File: config.mk
export PLATFORM = sky130hd
export DESIGN_NAME = spi_cmd_master
export DESIGN_NICKNAME = d
export VERILOG_FILES = /design/src/rtl/spi_cmd_master.sv
export SDC_FILE = /design/constraint.sdc
export NUM_CORES = 1
export LEC_CHECK = 0
export CORE_MARGIN = 8
export CORE_UTILIZATION = 40
export CTS_BUF_LIST = sky130_fd_sc_hd__clkbuf_8
export DETAILED_ROUTE_END_ITERATION = 7
export PLACE_DENSITY = 0.65
export SLEW_MARGIN = 15
export SYNTH_ARGS = -nofsm -noshare
export SYNTH_HDL_FRONTEND = slang
export SYNTH_SLANG_ARGS = --single-unit
File: constraint.sdc
create_clock -name clk -period 1.68 [get_ports clk]
set_input_delay 0.336 -clock clk [delete_from_list [all_inputs] [get_ports clk]]
set_output_delay 0.336 -clock clk [all_outputs]
set_load 0.005 [all_outputs]
File: src/rtl/spi_cmd_master.sv
// SPI mode-0 master that runs one 2-byte register-access transaction per accepted
// request: a command byte {wr, hi, addr}, then write data (0x00 on reads) while capturing MISO.
module spi_cmd_master #(
  parameter int CLK_DIV  = 4,
  parameter int CS_SETUP = 2,
  parameter int CS_HOLD  = 2
) (
  input  logic       clk,
  input  logic       rst_n,
  input  logic       req_valid,
  output logic       req_ready,
  input  logic       req_write,
  input  logic       req_hi,
  input  logic [5:0] req_addr,
  input  logic [7:0] req_wdata,
  output logic       rsp_valid,
  output logic [7:0] rsp_rdata,
  output logic       busy,
  output logic       cs_n,
  output logic       sclk,
  output logic       mosi,
  input  logic       miso
);

  typedef enum logic [2:0] {
    IDLE,
    SETUP,
    SHIFT,
    HOLD,
    DONE
  } state_t;

  localparam int DW      = (CLK_DIV > 1) ? $clog2(CLK_DIV) : 1;
  localparam int CNT_MAX = (CS_SETUP > CS_HOLD) ? CS_SETUP : CS_HOLD;
  localparam int CW      = (CNT_MAX > 1) ? $clog2(CNT_MAX) : 1;

  state_t         state;
  state_t         state_next;
  logic [CW-1:0]  cnt;
  logic [DW-1:0]  div_cnt;
  logic [3:0]     bit_cnt;
  logic [15:0]    tx;
  logic [7:0]     rx;
  logic           wr;

  logic accept;
  logic div_tc;
  logic setup_done;
  logic hold_done;
  logic last_fall;

  assign accept     = req_valid & req_ready;
  assign div_tc     = (div_cnt == DW'(CLK_DIV - 1));
  assign setup_done = (cnt == CW'(CS_SETUP - 1));
  assign hold_done  = (cnt == CW'(CS_HOLD - 1));
  assign last_fall  = div_tc & sclk & (bit_cnt == 4'd15);

  // NOTE: sequential state uses non-blocking (<=) so every flop samples pre-edge values.
  always_ff @(posedge clk or negedge rst_n) begin
    if (!rst_n) begin
      state <= IDLE;
    end else begin
      state <= state_next;
    end
  end

  // NOTE: every combinational output gets a default first, so no path can infer a latch.
  always_comb begin
    state_next = state;
    case (state)
      IDLE:    if (accept)     state_next = SETUP;
      SETUP:   if (setup_done) state_next = SHIFT;
      SHIFT:   if (last_fall)  state_next = HOLD;
      HOLD:    if (hold_done)  state_next = DONE;
      DONE:                    state_next = IDLE;
      default:                 state_next = IDLE;
    endcase
  end

  // Outputs decode straight from state so an async reset releases cs_n in the same cycle.
  always_comb begin
    req_ready = 1'b0;
    busy      = 1'b1;
    cs_n      = 1'b1;
    rsp_valid = 1'b0;
    mosi      = 1'b0;
    case (state)
      IDLE: begin
        req_ready = 1'b1;
        busy      = 1'b0;
      end
      SETUP, SHIFT, HOLD: begin
        cs_n = 1'b0;
        mosi = tx[15];
      end
      DONE:    rsp_valid = 1'b1;
      default: ;
    endcase
  end

  always_ff @(posedge clk or negedge rst_n) begin
    if (!rst_n) begin
      cnt       <= '0;
      div_cnt   <= '0;
      bit_cnt   <= '0;
      sclk      <= 1'b0;
      tx        <= '0;
      rx        <= '0;
      wr        <= 1'b0;
      rsp_rdata <= '0;
    end else begin
      case (state)
        IDLE: begin
          if (accept) begin
            tx      <= {req_write, req_hi, req_addr, (req_write ? req_wdata : 8'h00)};
            wr      <= req_write;
            rx      <= '0;
            cnt     <= '0;
            div_cnt <= '0;
            bit_cnt <= '0;
            sclk    <= 1'b0;
          end
        end
        SETUP: cnt <= setup_done ? '0 : cnt + CW'(1);
        SHIFT: begin
          if (div_tc) begin
            div_cnt <= '0;
            sclk    <= ~sclk;
            if (!sclk) begin
              rx <= {rx[6:0], miso};
            end else begin
              tx      <= {tx[14:0], 1'b0};
              bit_cnt <= bit_cnt + 4'd1;
            end
          end else begin
            div_cnt <= div_cnt + DW'(1);
          end
        end
        HOLD: begin
          cnt <= hold_done ? '0 : cnt + CW'(1);
          if (hold_done) begin
            rsp_rdata <= wr ? 8'h00 : rx;
          end
        end
        default: ;
      endcase
    end
  end

endmodule

==> run summary <==
Area Overhead vs Synth - 34.1%
Layout cell share with drive strength beyond 1 - 0.270
Sw Ratio - 0.318
RSZ-0062 raised after global routing - yes
Outcome - finished with violations
DR WL/cell - 13.3 µm
Final Util - 0.552
Post-synth top flop - dfrtp_1
Final setup fails - 12
R2R Path End - tx[10]
Critical path endpoint category - flop
Cell area power density - 1510 nW/µm²
Internal - 0.00289 W
Crit Path Max Fanout - 11
Synth Instances - 179
Crit path launch type - flop
Relative slew slack - 0.767
WS Path Type - flop to flop
Reg2reg setup slack - -0.09 ns
Vias in the first global route - 1558
GP Congestion - 0.788
Class of the worst hold path - primary input to async pin
Port Buffers - 33
Clock transition at the registers of the reported paths - 0.09 ns
Post-synthesis cell area - 2090 µm²
GRT overflow - 0
Crit path from - state[2]
CTS max path bufs - 2
FMAX - 565 MHz
Final hold vios - 1
Diodes inserted - 0
Minimum clock period - 1.77 ns
Actual slew at the worst max-slew pin - 0.347 ns
Fraction of registers with async set/reset - 1.00
Synth warn - 0
Violated checks - hold timing, setup timing
VDD IR-drop max - 0.687 mV
Worst-Skew Late Latency - 0.30 ns
Total power draw - 0.00423 W
Net Count, Synth - 201
Core area - 5070 µm²
Cell leakage power - 1.28 nW
M3 GR Usage - 0.0279
Finished Cell Area - 2800 µm²
CTS buffer count - 5
Placed inst area - 2610 µm²
Largest area contributor in the netlist - dfrtp_1
Yosys top cell area share - 0.528
Post-DP HPWL - 2850 µm
Gr usage total - 0.113
Largest net degree at the start of global routing - 45
Crit share post-route - 1.05
Sink Count - 44
Final max-slew violation count - 0
First-pass GRT wire length - 6950 µm
Initial Util - 0.411
Met2 Usage GRT - 0.190
Number of max-cap violations - 0
M1 GR Usage - 0.133
CTS Root Cell - clkbuf_8
Reg2Reg Depth - 6
WP data arrival - 1.96 ns
Row cnt - 26
DRT iter0 DRCs - 77
Routed Antenna Nets - 0
Max Clock Skew - 0.00374 ns
Final WL - 4070 µm
Final nets - 258
Drt first pass iters - 4
DRC viols - 0
CP required - 1.87 ns
Post-synth EDFFs - 0
Power share of the sequential group - 0.370
Io pins - 34
Clock share of power - 0.196
Initial antenna violation count - 0
P_sw - 0.00134 W
Vias - 1488
Number of synthesized register bits - 44
Via density - 4.85
Comb power frac - 0.435
CTS tree - built
Post-synthesis area per instance - 11.7 µm²
Count of cell types in the netlist - 38
Reg-to-reg startpoint - state[2]
Post-CTS Hold Fix Bufs - 0
Die Ht - 88.2 µm
Die area - 7780 µm²
Synth area leaders - dfrtp_1, mux2_2, mux2i_1, a22o_1, o21ai_0
Die width - 88.2 µm
Final worst slack - -0.0914 ns
H-tree levels - 2
Busiest layer in global routing - met2
Post-synthesis sequential area ratio - 0.528
Hold Slack - -0.000331 ns
==> cells by family after synthesis <==
| kind of cell | share of synthesized area |
|---|---|
| muxes | 0.174 |
| and+or+nand+nor | 0.125 |
| xor gates and xnor gates | 0.00420 |
| AOI/OAI and AO/OA | 0.106 |
| DFF | 0.528 |
| buffers and inverters | 0.0510 |
| adders and majority gates | 0.0120 |
==> cell usage after synthesis, types with 2 or more instances <==
cell type	number
a21oi_1	3
a22o_1	11
a31oi_1	3
and2_1	3
and3_1	4
buf_6	3
clkbuf_1	3
dfrtp_1	44
ha_1	2
inv_1	9
mux2_1	3
mux2_2	15
mux2_4	2
mux2i_1	13
nand2_1	15
nand2b_1	9
nor2_1	4
nor3_1	2
o21ai_0	12
==> through the flow <==
step           worst slack (ns)  std cells  setup TNS (ns)
3_3_place_gp             -0.114        292           -1.79
2_1_floorplan            0.0371        179               0
3_5_place_dp             -0.142        292           -2.46
5_1_grt                  -0.141        307           -1.42
4_1_cts                  -0.122        302          -0.905
6_report                -0.0914        307          -0.667
==> layout make-up <==
type / count / area, µm²
Sequential cell: 44 / 1100
Inverter: 9 / 33.8
Multi-Input combinational cell: 117 / 911
Fill cell: 488 / 2280
Timing Repair Buffer: 59 / 548
Clock inverter: 3 / 46.3
Tap cell: 70 / 87.6
Clock buffer: 5 / 68.8
==> critical path, cell delays in order, from the launching register on <==
cell and delay (ns):
dfrtp_1 0.43, buf_6 0.14, buf_6 0.11, nor3b_4 0.22, buf_12 0.17, mux2_1 0.32, mux2_2 0.26
==> worst max path at each step <==
stage / slack [ns] / end
5_1_grt: -0.14 / tx[13]
2_1_floorplan: 0.04 / tx[13]
4_1_cts: -0.12 / tx[14]
6_report: -0.09 / tx[10]
3_5_place_dp: -0.14 / tx[3]
3_3_place_gp: -0.11 / tx[12]
==> layout by cell type, fill, tap and decap left out, types with 3 or more instances in the layout <==
cell type / Yosys / routed
mux2_4: 2 / 5
dfrtp_1: 44 / 42
a22o_1: 11 / 11
clkdlybuf4s50_1: 0 / 27
nand2_1: 15 / 15
buf_12: 0 / 3
and3_1: 4 / 4
nand2b_1: 9 / 9
o21ai_0: 12 / 11
and2_1: 3 / 3
a21oi_1: 3 / 3
a31oi_1: 3 / 3
inv_1: 9 / 9
mux2i_1: 13 / 13
nor2_1: 4 / 3
mux2_1: 3 / 3
buf_4: 1 / 21
mux2_2: 15 / 12
clkbuf_8: 0 / 5
==> power groups by stage <==
stage | sequential, W | combinational, W | clock (W)
after global placement | 0.00157 | 0.00167 | 0
after floorplan | 0.00152 | 0.00112 | 0
after global routing | 0.00161 | 0.00200 | 0.000906
final | 0.00156 | 0.00184 | 0.000828
after CTS | 0.00156 | 0.00172 | 0.000858
after detailed placement | 0.00158 | 0.00170 | 0
==> state kept, by name (all words and copies together), names as in the netlist <==
name and count:
cnt 1, sclk 1, state 3, rsp_rdata 8, tx 16, rx 8, bit_cnt 4, div_cnt 2
wr 1
==> per-layer routing <==
metal	part of all wire	routed length, µm
met1	0.47	1910
met4	0.012	50
met5	0	0
met2	0.48	1940
met3	0.041	167
==> repair_timing <==
action                     in CTS  in global routing
setup endpoints to repair      12                 17
resized for setup              15                  9
setup buffers                   2                  5
pin swaps                       2                  1
Power figures use the tool's default switching activity.
